--- config.mk ---
export PLATFORM = sky130hd
export DESIGN_NAME = coef_loader
export DESIGN_NICKNAME = d
export VERILOG_FILES = /design/src/rtl/coef_loader.sv
export SDC_FILE = /design/constraint.sdc
export NUM_CORES = 1
export LEC_CHECK = 0
export ABC_AREA = 1
export CAP_MARGIN = 10
export CORE_UTILIZATION = 49
export DETAILED_ROUTE_END_ITERATION = 12
export MAX_ROUTING_LAYER = met4
export PLACE_DENSITY = 0.88
export SLEW_MARGIN = 0
export SYNTH_ARGS = -nofsm -noshare
export SYNTH_HDL_FRONTEND = slang
export SYNTH_SLANG_ARGS = --single-unit
--- constraint.sdc ---
create_clock -name clk_i -period 7.95 [get_ports clk_i]
set_input_delay 1.1925 -clock clk_i [delete_from_list [all_inputs] [get_ports clk_i]]
set_output_delay 1.1925 -clock clk_i [all_outputs]
set_load 0.01 [all_outputs]
--- src/rtl/coef_loader.sv ---
// coef_loader: Wishbone classic master that loads five biquad coefficients
// into the coefficient slave, optionally reads them back for comparison,
// then captures the current x and y samples.
//
// state | meaning
// ------+-----------------------------------------------------------
// IDLE  | waiting for start_i; bus idle
// WR    | writing coefficient idx (0..4)
// RB    | reading back coefficient idx (0..4) and comparing it
// RDX   | reading the x sample
// RDY   | reading the y sample
// FIN   | one-cycle done pulse; bus idle
//
// Each transfer state has two phases: an idle gap cycle (gap=1) and the
// strobed phase (gap=0). A transfer entered from IDLE skips the gap.
module coef_loader #(
  parameter logic [31:0] BASE_ADDR = 32'h3000_0000,
  parameter int          DATAWIDTH = 12,
  parameter int          TIMEOUT   = 15
) (
  input  logic                 clk_i,
  input  logic                 rst_i,
  input  logic                 start_i,
  input  logic                 verify_i,
  input  logic [31:0]          a11_i,
  input  logic [31:0]          a12_i,
  input  logic [31:0]          b10_i,
  input  logic [31:0]          b11_i,
  input  logic [31:0]          b12_i,
  output logic                 cyc_o,
  output logic                 stb_o,
  output logic                 we_o,
  output logic [31:0]          adr_o,
  output logic [31:0]          dat_o,
  input  logic [31:0]          dat_i,
  input  logic                 ack_i,
  output logic                 busy_o,
  output logic                 done_o,
  output logic                 err_o,
  output logic [2:0]           err_idx_o,
  output logic                 err_to_o,
  output logic [DATAWIDTH-1:0] x_o,
  output logic [DATAWIDTH-1:0] y_o
);

  typedef enum logic [2:0] {
    S_IDLE = 3'd0,
    S_WR   = 3'd1,
    S_RB   = 3'd2,
    S_RDX  = 3'd3,
    S_RDY  = 3'd4,
    S_FIN  = 3'd5
  } state_t;

  // Timer is a down-counter loaded with TIMEOUT on the first strobe cycle;
  // reaching 1 corresponds to TIMEOUT strobe cycles without an ack.
  localparam logic [7:0] TMR_LOAD = 8'(TIMEOUT);

  state_t      state, state_nx;
  logic        gap, gap_nx;
  logic [2:0]  idx, idx_nx;
  logic [7:0]  tmr;
  logic        verify_q;
  logic [31:0] coef_q [0:4];

  logic        in_xfer;
  logic        active;
  logic        acked;
  logic        tmo;
  logic        mismatch;
  logic        accept;
  logic [2:0]  xfer_idx;
  logic [31:0] coef_sel;

  // Decode of the current transfer and its completion conditions
  always_comb begin
    in_xfer  = (state == S_WR) || (state == S_RB) ||
               (state == S_RDX) || (state == S_RDY);
    active   = in_xfer && !gap;
    acked    = active && ack_i;
    tmo      = active && !ack_i && (tmr == 8'd1);
    accept   = (state == S_IDLE) && start_i;
    coef_sel = 32'd0;
    case (idx)
      3'd0:    coef_sel = coef_q[0];
      3'd1:    coef_sel = coef_q[1];
      3'd2:    coef_sel = coef_q[2];
      3'd3:    coef_sel = coef_q[3];
      3'd4:    coef_sel = coef_q[4];
      default: coef_sel = 32'd0;
    endcase
    xfer_idx = 3'd0;
    case (state)
      S_WR, S_RB: xfer_idx = idx;
      S_RDX:      xfer_idx = 3'd5;
      S_RDY:      xfer_idx = 3'd6;
      default:    xfer_idx = 3'd0;
    endcase
    mismatch = (state == S_RB) && acked && (dat_i != coef_sel);
  end

  // State register with transfer phase and index
  always_ff @(posedge clk_i or posedge rst_i) begin
    if (rst_i) begin
      state <= S_IDLE;
      gap   <= 1'b0;
      idx   <= 3'd0;
    end else begin
      state <= state_nx;
      gap   <= gap_nx;
      idx   <= idx_nx;
    end
  end

  // Next-state logic: sequence through transfers, errors jump to FIN
  always_comb begin
    state_nx = state;
    gap_nx   = gap;
    idx_nx   = idx;
    case (state)
      S_IDLE: begin
        if (start_i) begin
          state_nx = S_WR;
          gap_nx   = 1'b0;
          idx_nx   = 3'd0;
        end
      end
      S_WR: begin
        if (gap) begin
          gap_nx = 1'b0;
        end else if (acked) begin
          gap_nx = 1'b1;
          if (idx == 3'd4) begin
            idx_nx   = 3'd0;
            state_nx = verify_q ? S_RB : S_RDX;
          end else begin
            idx_nx = idx + 3'd1;
          end
        end else if (tmo) begin
          state_nx = S_FIN;
        end
      end
      S_RB: begin
        if (gap) begin
          gap_nx = 1'b0;
        end else if (mismatch) begin
          state_nx = S_FIN;
        end else if (acked) begin
          gap_nx = 1'b1;
          if (idx == 3'd4) begin
            idx_nx   = 3'd0;
            state_nx = S_RDX;
          end else begin
            idx_nx = idx + 3'd1;
          end
        end else if (tmo) begin
          state_nx = S_FIN;
        end
      end
      S_RDX: begin
        if (gap) begin
          gap_nx = 1'b0;
        end else if (acked) begin
          gap_nx   = 1'b1;
          state_nx = S_RDY;
        end else if (tmo) begin
          state_nx = S_FIN;
        end
      end
      S_RDY: begin
        if (gap) begin
          gap_nx = 1'b0;
        end else if (acked || tmo) begin
          state_nx = S_FIN;
        end
      end
      S_FIN: begin
        state_nx = S_IDLE;
        gap_nx   = 1'b0;
        idx_nx   = 3'd0;
      end
      default: begin
        state_nx = S_IDLE;
        gap_nx   = 1'b0;
        idx_nx   = 3'd0;
      end
    endcase
  end

  // Datapath: coefficient latch, error status, sample capture, ack timer
  always_ff @(posedge clk_i or posedge rst_i) begin
    if (rst_i) begin
      for (int i = 0; i < 5; i++) coef_q[i] <= 32'd0;
      verify_q  <= 1'b0;
      err_o     <= 1'b0;
      err_to_o  <= 1'b0;
      err_idx_o <= 3'd0;
      x_o       <= '0;
      y_o       <= '0;
      tmr       <= TMR_LOAD;
    end else begin
      if (accept) begin
        coef_q[0] <= a11_i;
        coef_q[1] <= a12_i;
        coef_q[2] <= b10_i;
        coef_q[3] <= b11_i;
        coef_q[4] <= b12_i;
        verify_q  <= verify_i;
        err_o     <= 1'b0;
        err_to_o  <= 1'b0;
        err_idx_o <= 3'd0;
      end
      if (tmo) begin
        err_o     <= 1'b1;
        err_to_o  <= 1'b1;
        err_idx_o <= xfer_idx;
      end
      if (mismatch) begin
        err_o     <= 1'b1;
        err_to_o  <= 1'b0;
        err_idx_o <= xfer_idx;
      end
      if (acked && (state == S_RDX)) x_o <= dat_i[DATAWIDTH-1:0];
      if (acked && (state == S_RDY)) y_o <= dat_i[DATAWIDTH-1:0];
      // Reloaded whenever no strobe is out, so each transfer starts fresh
      if (active) tmr <= tmr - 8'd1;
      else        tmr <= TMR_LOAD;
    end
  end

  // Output decode: bus signals only during the strobed phase
  always_comb begin
    cyc_o  = active;
    stb_o  = active;
    we_o   = active && (state == S_WR);
    adr_o  = active ? (BASE_ADDR + {27'd0, xfer_idx, 2'b00}) : 32'd0;
    dat_o  = (active && (state == S_WR)) ? coef_sel : 32'd0;
    busy_o = (state != S_IDLE);
    done_o = (state == S_FIN);
  end

endmodule
Yosys cells after proc, flatten, opt, wreduce, memory -nomap -nowiden
Index checks and enable logic that the tools add are counted.

cells by class
  multiplexer cells = 40
  reduce and logical (&&, ||, !) cells = 25
  $add $sub $neg = 3
  bitwise operators = 1
  eq/ne operators = 20

operator list
  operator                                              count
  case mux 32 bit (5 select lines)                      1
  2-to-1 mux 3 bit                                      22
  2-to-1 mux 32 bit                                     1
  != test 32 bit                                        1
  adder 30 x 5 -> 31 bit (first input constant)         1
  2-to-1 mux 31 bit                                     1
  case mux 3 bit (5 select lines)                       1
  equality test 3 x 2 -> 1 bit (second input constant)  4
  != test 2 bit (second input constant)                 6
  case mux 3 bit (4 select lines)                       1
  logical AND 1 bit                                     10
  2-to-1 mux 1 bit                                      10
  equality test 3 bit (second input constant)           3
  case mux 3 bit (3 select lines)                       1
  equality test 8 x 1 -> 1 bit (second input constant)  1
  2-to-1 mux 8 bit                                      1
  AND reduction 8 bit                                   1
  subtractor 8 x 1 -> 8 bit (second input constant)     1
  equality test 3 x 1 -> 1 bit (second input constant)  2
  zero test 3 bit                                       2
  nonzero test 3 bit                                    2
  OR reduction 2 bit                                    3
  AND reduction 5 bit                                   1
  logical OR 1 bit                                      4
  7 further kinds                                       8

word-level totals
  output and inout port bits = 98
  bits of input ports = 197
  register bits = 205
  word-level logic and storage cells = 104

Longest topological paths before layout
Gate-level depths: netlist of the first run.

  word-level depth = 12
  mapped depth = 22
  depth with buffers taken out = 20

Least setup slack after synthesis of the first run
OpenSTA, ideal clock, no wires.

  path type = register to output
  start point = register idx[2]
  end point = output port dat_o[24]
  path buffers = 3
  arrival time = 1.642 ns
  required time = 6.758 ns
  cell stages (with the launch flop) = 10
  path slack = 5.116 ns
  path through = dfrtp_1 -> buf_6 -> inv_8 -> buf_6 -> ha_1 -> clkbuf_1 -> nand2_1 -> o21ai_1 -> inv_1 -> a21oi_1

between the ends
  cells in the longest elaborated chain, start to end = 3
  elaborated cells on any way between the ends = 7
  those cells by class = eq/ne: 4; mux: 2; reduce/logical: 1

ends and longest elaborated chain
  element                                      line  RTL
  start, declared                              61    logic [2:0] idx, idx_nx;
  start signal, assigned                       111   idx <= idx_nx;
  equality test 3 bit (tied with other cells)  84    case (idx)
  case mux 32 bit (5 select lines) (*)         84
  2-to-1 mux 32 bit (*)                        237   dat_o = (active && (state == S_WR)) ? coef_sel : 32'd0;
  end, declared                                34    output logic [31:0] dat_o,

Mark *: on every way between the ends. The rest lies on a longest branch, timed or not.

Worst setup path in the final report of the first run
  start point = register idx[0]
  end point = output port dat_o[3]

The elaborated chain is that of the path after synthesis.

==> impl_metrics.ini, run 1 <==
[floorplan]
start_util_pct = 49.99
die_h_microns = 148.4
dieArea_sq_mm = 0.02204
rows = 53
io_pins = 295
die_x_microns = 148.4
core_area_sq_mm = 0.02102

[timing]
fin_crit_sh_pct = 59.15
hold_viol_final = 0
slew_headroom_pct = 25.42
rsz0062_at_grt = false
tightest_slew_ns = 1.115
max_freq_mhz = 212.7
setup_ws_ns = 3.248
tns_ns = 0
setup_viol = 0
finClkSkew_ns = 0.01718
period_needed_ns = 4.702
finalMaxSlewViolations = 0

[global_route]
antenna_found_initial = 4
grt_overflow = 0
grt_pass1_wl_mm = 50.27
grt.total_usage_pct = 30.71
grt_pass1_vias = 9604
grt_max_degree = 126

[worst_setup_path]
end_kind = primary output
timing.rr.end = err_idx_o[0]
required_ns = 6.76
crit_chain = inv_1 -> ha_1 -> inv_1 -> nor2_1 -> nand2_1 -> o21ai_0 -> inv_1 -> a21oi_1 -> clkdlybuf4s50_1
start_kind = register
r2r_cells = 18
cpMostUsedCell = inv_1
arrival_ns = 3.51
cp_num_buf_inv = 4
critPathSlowestCell = nor2_1
r2r_setup_slack_ns = 4.45
cpLargestDelayFamily = simple AND/OR/NAND/NOR gates
path_max_fanout = 11
slowest_delay_ns = 0.84
r2r-start = idx[0]
crit_type = register to primary output

[clocking]
clk_latency_ns = 0.51
cts_resized = 0
cts_made_buffers = 22
cts-root-buf = clkbuf_16
htreeDepth = 1
cts.sink_count = 205
post_cts_buffers = 0
clockBufferDepth = 3
cts_tree = done
clk_pin_slew_worst_paths_ns = 0.06
cts_hold_buf = 0

[yosys]
synthesis.area_sq_mm = 0.01051
yosys_warnings = 0
postSynthAreaPerCell_sq_um = 7.359
synth_flop_cell = dfrtp_1
ys_seq_area_share_pct = 48.86
synth-seq-cells = 205
syn_inst = 1428
synth_cell_types = 34
synth_edf_count = 0
synthArstFlopShare_pct = 100.0

[cells_and_area]
final_core_util_pct = 66.60
seqCellArea_sq_mm = 0.005135
area_delta_synth_final_pct = 33.23
fillers = 1698
multi_input_area_sq_mm = 0.004471
stdcell_count = 1957
drive_above_1_share_pct = 4.768
final_nets = 1866

[run]
drv_cap = 0

[outcome]
status = finished clean

[routing]
first_iter_violations = 804
vias = 10138
ant_nets = 0
wl_per_cell_microns = 16.62
first_pass_iters = 8
postRouteWirelength_mm = 32.53
drc = 0
via_per_inst = 5.180

[placement]
place_congestion = 0.9416
hpwl_mm = 23.63
port_buffers = 267
dp_slack_ns = 3.866
place_inst = 1913

[worst_hold_path]
holdPathStages = 1
hp-start = tmr[0]
min_path_type = register to register
hold_path_end = tmr[0]

[pwr]
power_density_mw_per_mm2 = 382.5
netSwitchingFraction_pct = 40.47
combPwrFrac_pct = 44.9
p_seq_share_pct = 32.8
finalPower_mw = 5.356
p_int_mw = 3.188
vdd_drop_max_v = 0.0001995
clockPowerShare_pct = 22.2
leakage_nw = 6.991
p_sw_mw = 2.168
## registers in the layout (all words and copies together) (netlist names)
register and flops:
coef_q 160, x_o 12, y_o 12, tmr 8
err_idx_o 3, idx 3, state 3, err_o 1
err_to_o 1, gap 1, verify_q 1
## cell usage after synthesis, types with 2 or more instances
master / number / area (sq um)
a21oi_1: 26 / 130.1
a21oi_4: 2 / 32.53
a31oi_1: 3 / 18.77
buf_2: 3 / 15.01
buf_4: 33 / 247.7
buf_6: 12 / 135.1
clkbuf_1: 43 / 161.4
dfrtp_1: 201 / 5030
dfstp_2: 4 / 105.1
ha_1: 7 / 87.58
inv_1: 112 / 420.4
inv_2: 3 / 11.26
nand2_1: 632 / 2372
nand2_4: 4 / 45.04
nand3_1: 90 / 450.4
nand3b_1: 10 / 75.07
nand4_1: 5 / 31.28
nor2_1: 93 / 349.1
nor2_2: 15 / 93.84
nor2_4: 2 / 22.52
nor3_1: 10 / 50.05
o21ai_0: 92 / 460.4
o21ai_1: 12 / 60.06
o22ai_1: 2 / 12.51
xor2_1: 3 / 26.28
## per-stage QoR
| stage | cell area, sq um | hold WS (ns) |
|---|---|---|
| floorplan | 10610 | 0.4366 |
| global placement | 13140 | 0.4469 |
| detailed placement | 13140 | 0.4580 |
| CTS | 13990 | 0.4729 |
| global route | 14000 | 0.4855 |
| finish | 14000 | 0.4682 |
## kinds of logic after synthesis
| logic type | after synthesis | synth area share (%) |
|---|---|---|
| flops | 205 | 48.86 |
| simple gates | 864 | 33.38 |
| compound gates | 139 | 6.953 |
| buf+inv | 208 | 9.596 |
| fa+ha+maj | 7 | 0.8334 |
| xor+xnor | 4 | 0.3334 |
| other cells | 1 | 0.03568 |
## power groups by stage
stage               logic (mW)  registers (mW)  clock network, mW
floorplan                 1.52            1.72                  0
global placement          2.31            1.74                  0
detailed placement        2.39            1.76                  0
CTS                       2.40            1.75               1.20
global route              2.68            1.80               1.24
finish                    2.41            1.76               1.19
## area by class of cell
| cell class | instances | area share (%) |
|---|---|---|
| inverters | 117 | 3.280 |
| clock buffers | 32 | 4.710 |
| repair buffers | 275 | 19.52 |
| well taps | 275 | 2.458 |
| diodes | 4 | 0.07149 |
| multi-input cells | 1041 | 31.93 |
| clock inverters | 8 | 1.358 |
| flip-flops and latches | 205 | 36.68 |
## how the worst max path moves through the flow
stage / depth (start not counted) / from / slack (ns) / to
4_1_cts: 9 / idx[0] / 3.32 / dat_o[4]
5_1_grt: 9 / idx[0] / 3.01 / dat_o[3]
3_3_place_gp: 9 / idx[0] / 3.99 / dat_o[3]
2_1_floorplan: 1 / rst_i / 1.17 / coef_q[0]
3_5_place_dp: 9 / idx[0] / 3.87 / dat_o[4]
6_report: 9 / idx[0] / 3.25 / dat_o[3]
## worst register-to-register path, delay by kind of cell, from the launching register on
| kind | cells | cell delay [ns] |
|---|---|---|
| AO/OA/AOI/OAI | 3 | 0.53 |
| adder cells (fa/ha/maj) | 1 | 0.38 |
| buffers and inverters | 3 | 0.29 |
| flip-flops | 1 | 0.43 |
| AND/OR/NAND/NOR | 11 | 1.80 |
## cells in the final DEF (no fill, tap or decap), drive strengths merged
| cell type | synthesis | routed |
|---|---|---|
| a21oi | 28 | 28 |
| dfstp | 4 | 4 |
| buf | 48 | 8 |
| clkinv | 0 | 2 |
| nor2 | 110 | 110 |
| dfrtp | 201 | 201 |
| o21bai | 1 | 1 |
| xnor2 | 1 | 1 |
| or3 | 1 | 1 |
| xor2 | 3 | 3 |
| ha | 7 | 7 |
| nor3 | 10 | 10 |
| conb | 1 | 27 |
| clkdlybuf4s50 | 0 | 267 |
| nor4 | 1 | 1 |
| o21ai | 105 | 105 |
| clkbuf | 43 | 32 |
| bufinv | 0 | 6 |
| nand3b | 10 | 10 |
| nand4 | 5 | 5 |
| diode | 0 | 4 |
| nand2 | 637 | 637 |
| a31oi | 3 | 3 |
| nand3 | 90 | 90 |
| o22ai | 2 | 2 |
| inv | 117 | 117 |
## layer usage
metal / part of all wire, % / wire [microns] / vias to the layer above / global-route usage (%)
met1: 41 / 13320 / 4701 / 40.56
li1: - / - / 4843 / -
met3: 8.0 / 2606 / 91 / 3.681
met2: 46 / 15110 / 503 / 47.59
met4: 4.6 / 1501 / 0 / 13.87
met5: 0 / 0 / - / -
No activity file was read; power rests on OpenSTA's default activity.
==> inputs of run 2 (changes only) <==
--- a/config.mk
+++ b/config.mk
@@ -7,10 +7,10 @@
 export LEC_CHECK = 0
 export ABC_AREA = 1
 export CAP_MARGIN = 10
-export CORE_UTILIZATION = 49
+export CORE_UTILIZATION = 44
 export DETAILED_ROUTE_END_ITERATION = 12
 export MAX_ROUTING_LAYER = met4
-export PLACE_DENSITY = 0.88
+export PLACE_DENSITY = 0.83
 export SLEW_MARGIN = 0
 export SYNTH_ARGS = -nofsm -noshare
 export SYNTH_HDL_FRONTEND = slang
==> constraint.sdc (replaced) <==
create_clock -name clk_i -period 3.9 [get_ports clk_i]
set_input_delay 0.585 -clock clk_i [delete_from_list [all_inputs] [get_ports clk_i]]
set_output_delay 0.585 -clock clk_i [all_outputs]
set_load 0.01 [all_outputs]
==> impl_metrics.ini, run 2 (synthesis gave the netlist of run 1 again) <==
[global_route]
use_met3_pct = 4.708
antenna_found_initial = 2
grt_overflow = 0
grt_util_met2_pct = 43.73
grt_pass1_wl_mm = 51.18
grt_max_degree = 103
grt_pass1_vias = 9516
grt.met1_usage_pct = 37.52
grt.total_usage_pct = 28.28
grt.busiest_layer = met2

[worst_setup_path]
arrival_ns = 3.14
r2r_setup_slack_ns = 0.96
crit_type = register to primary output
path_max_fanout = 19
required_ns = 3.31
end_kind = primary output
start_kind = register

[clocking]
cts_tree = done
cts.sink_count = 205
htreeDepth = 1
clk_pin_slew_worst_paths_ns = 0.06
cts-root-buf = clkbuf_16
clockBufferDepth = 3
clk_latency_ns = 0.51
cts_made_buffers = 23

[pwr]
netSwitchingFraction_pct = 41.77
p_sw_mw = 4.500
clockPowerShare_pct = 20.4
p_seq_share_pct = 33.8
combPwrFrac_pct = 45.8
power_density_mw_per_mm2 = 766.5
vdd_drop_max_v = 0.0003740
p_int_mw = 6.274
leakage_nw = 6.997

[timing]
fin_crit_sh_pct = 95.52
hold_slack_ns = 0.4685
slew_headroom_pct = 37.95
max_freq_mhz = 268.4
finClkSkew_ns = 0.01227
period_needed_ns = 3.725
tns_ns = 0
finalMaxSlewViolations = 0
hold_viol_final = 0
rsz0062_at_grt = false
setup_viol = 0
tightest_slew_ns = 0.9307

[cells_and_area]
largest_reg_flops = 160
final_common_cell = nand2_1
final_area_sq_mm = 0.01406
final_nets = 1874
drive_above_1_share_pct = 5.457
largestRegisters = coef_q (160), x_o (12), y_o (12)
layout_common_cells = nand2_1 (632), clkdlybuf4s50_1 (267), dfrtp_1 (201)
area_delta_synth_final_pct = 33.77
regMostFlops = coef_q

[placement]
place_congestion = 0.9564
placed_area_sq_mm = 0.01327
hpwl_mm = 24.86
port_buffers = 267

[routing]
first_iter_violations = 890
ant_nets = 0
wl_per_cell_microns = 16.50
vias = 10023
first_pass_iters = 6
via_per_inst = 4.994
drc = 0
postRouteWirelength_mm = 33.12

[floorplan]
dieArea_sq_mm = 0.02451
core_area_sq_mm = 0.02347
die_h_microns = 156.5
die_x_microns = 156.5
io_pins = 295
rows = 56
start_util_pct = 44.77

[worst_hold_path]
min_path_type = register to register

[run]
drv_cap = 0

[outcome]
status = finished clean
## run 2: cell types whose count changed in the layout (fill, tap and decap cells not counted), sizes merged
cell / before / now
buf: 8 / 15
diode: 4 / 2
clkinvlp: 0 / 3
clkinv: 2 / 8
bufinv: 6 / 2
clkbuf: 32 / 28
## run 2: layout make-up
type	instances	area (sq um)
flip-flops and latches	205	5135
clock buffers	28	634.4
inverters	117	459.2
multi-input cells	1041	4471
repair buffers	282	2823
well taps	319	399.1
diodes	2	5.005
fillers	2054	9415
clock inverters	13	131.4
## run 2: worst paths after layout
| path | from | endpoint | depth (start not counted) |
|---|---|---|---|
| worst min-delay path | tmr[0] | tmr[0] | 1 |
| worst max register to register | idx[0] | err_idx_o[2] | 19 |
| min in group asynchronous | rst_i | coef_q[153] | 2 |
| worst min register to register | tmr[0] | tmr[0] | 1 |
| worst max-delay path | idx[0] | dat_o[4] | 10 |
| max in group asynchronous | rst_i | tmr[1] | 3 |
## run 2: power by group through the flow
stage / Combinational [mW] / Sequential, mW / Clock (mW)
floorplan: 3.09 / 3.52 / 0
global placement: 4.76 / 3.63 / 0
detailed placement: 4.87 / 3.65 / 0
CTS: 4.90 / 3.63 / 2.23
global route: 5.53 / 3.74 / 2.32
finish: 4.94 / 3.64 / 2.20
## run 2: routing by layer
metal	wire length (microns)	vias to the layer above	part of all wire [%]
met5	0	-	0
met4	1136	0	3.4
met3	2561	70	7.7
met2	15210	429	46
met1	14220	4673	43
li1	-	4851	-
## run 2: worst max-delay path, cell delays in order, from the launching register on
cell             delay (ns)
dfrtp_1                0.45
inv_1                  0.14
ha_1                   0.29
buf_4                  0.28
inv_2                  0.07
nor2_4                 0.22
nand2_1                0.08
nand2_1                0.10
nor2_2                 0.05
a21oi_1                0.32
clkdlybuf4s50_1        0.62
## run 2: through the flow
| step | power, mW | setup slack (ns) | utilization [%] | std cells |
|---|---|---|---|---|
| final | 10.77 | 0.1748 | 59.89 | 2007 |
| after global routing | 11.58 | 0.06032 | 59.89 | 2007 |
| after CTS | 10.76 | 0.1272 | 59.79 | 2003 |
| after detailed placement | 8.527 | 0.6744 | 56.52 | 1962 |
| after global placement | 8.385 | 0.7833 | 56.52 | 1962 |
| after floorplan | 6.609 | 0.6600 | - | 1454 |
## run 2: repair_timing
| item | in CTS | in global routing |
|---|---|---|
| setup buffers | 0 | 2 |
| setup endpoints to repair | 0 | 1 |
| hold buffers | 0 | 0 |
| resized for setup | 0 | 1 |
==> inputs of run 3 (changes only) <==
--- a/config.mk
+++ b/config.mk
@@ -11,6 +11,7 @@
 export DETAILED_ROUTE_END_ITERATION = 12
 export MAX_ROUTING_LAYER = met4
 export PLACE_DENSITY = 0.83
+export SKIP_CTS_REPAIR_TIMING = 1
 export SLEW_MARGIN = 0
 export SYNTH_ARGS = -nofsm -noshare
 export SYNTH_HDL_FRONTEND = slang
==> results of run 3 <==
Final layout, timing and power as in run 2 (identical DEF).
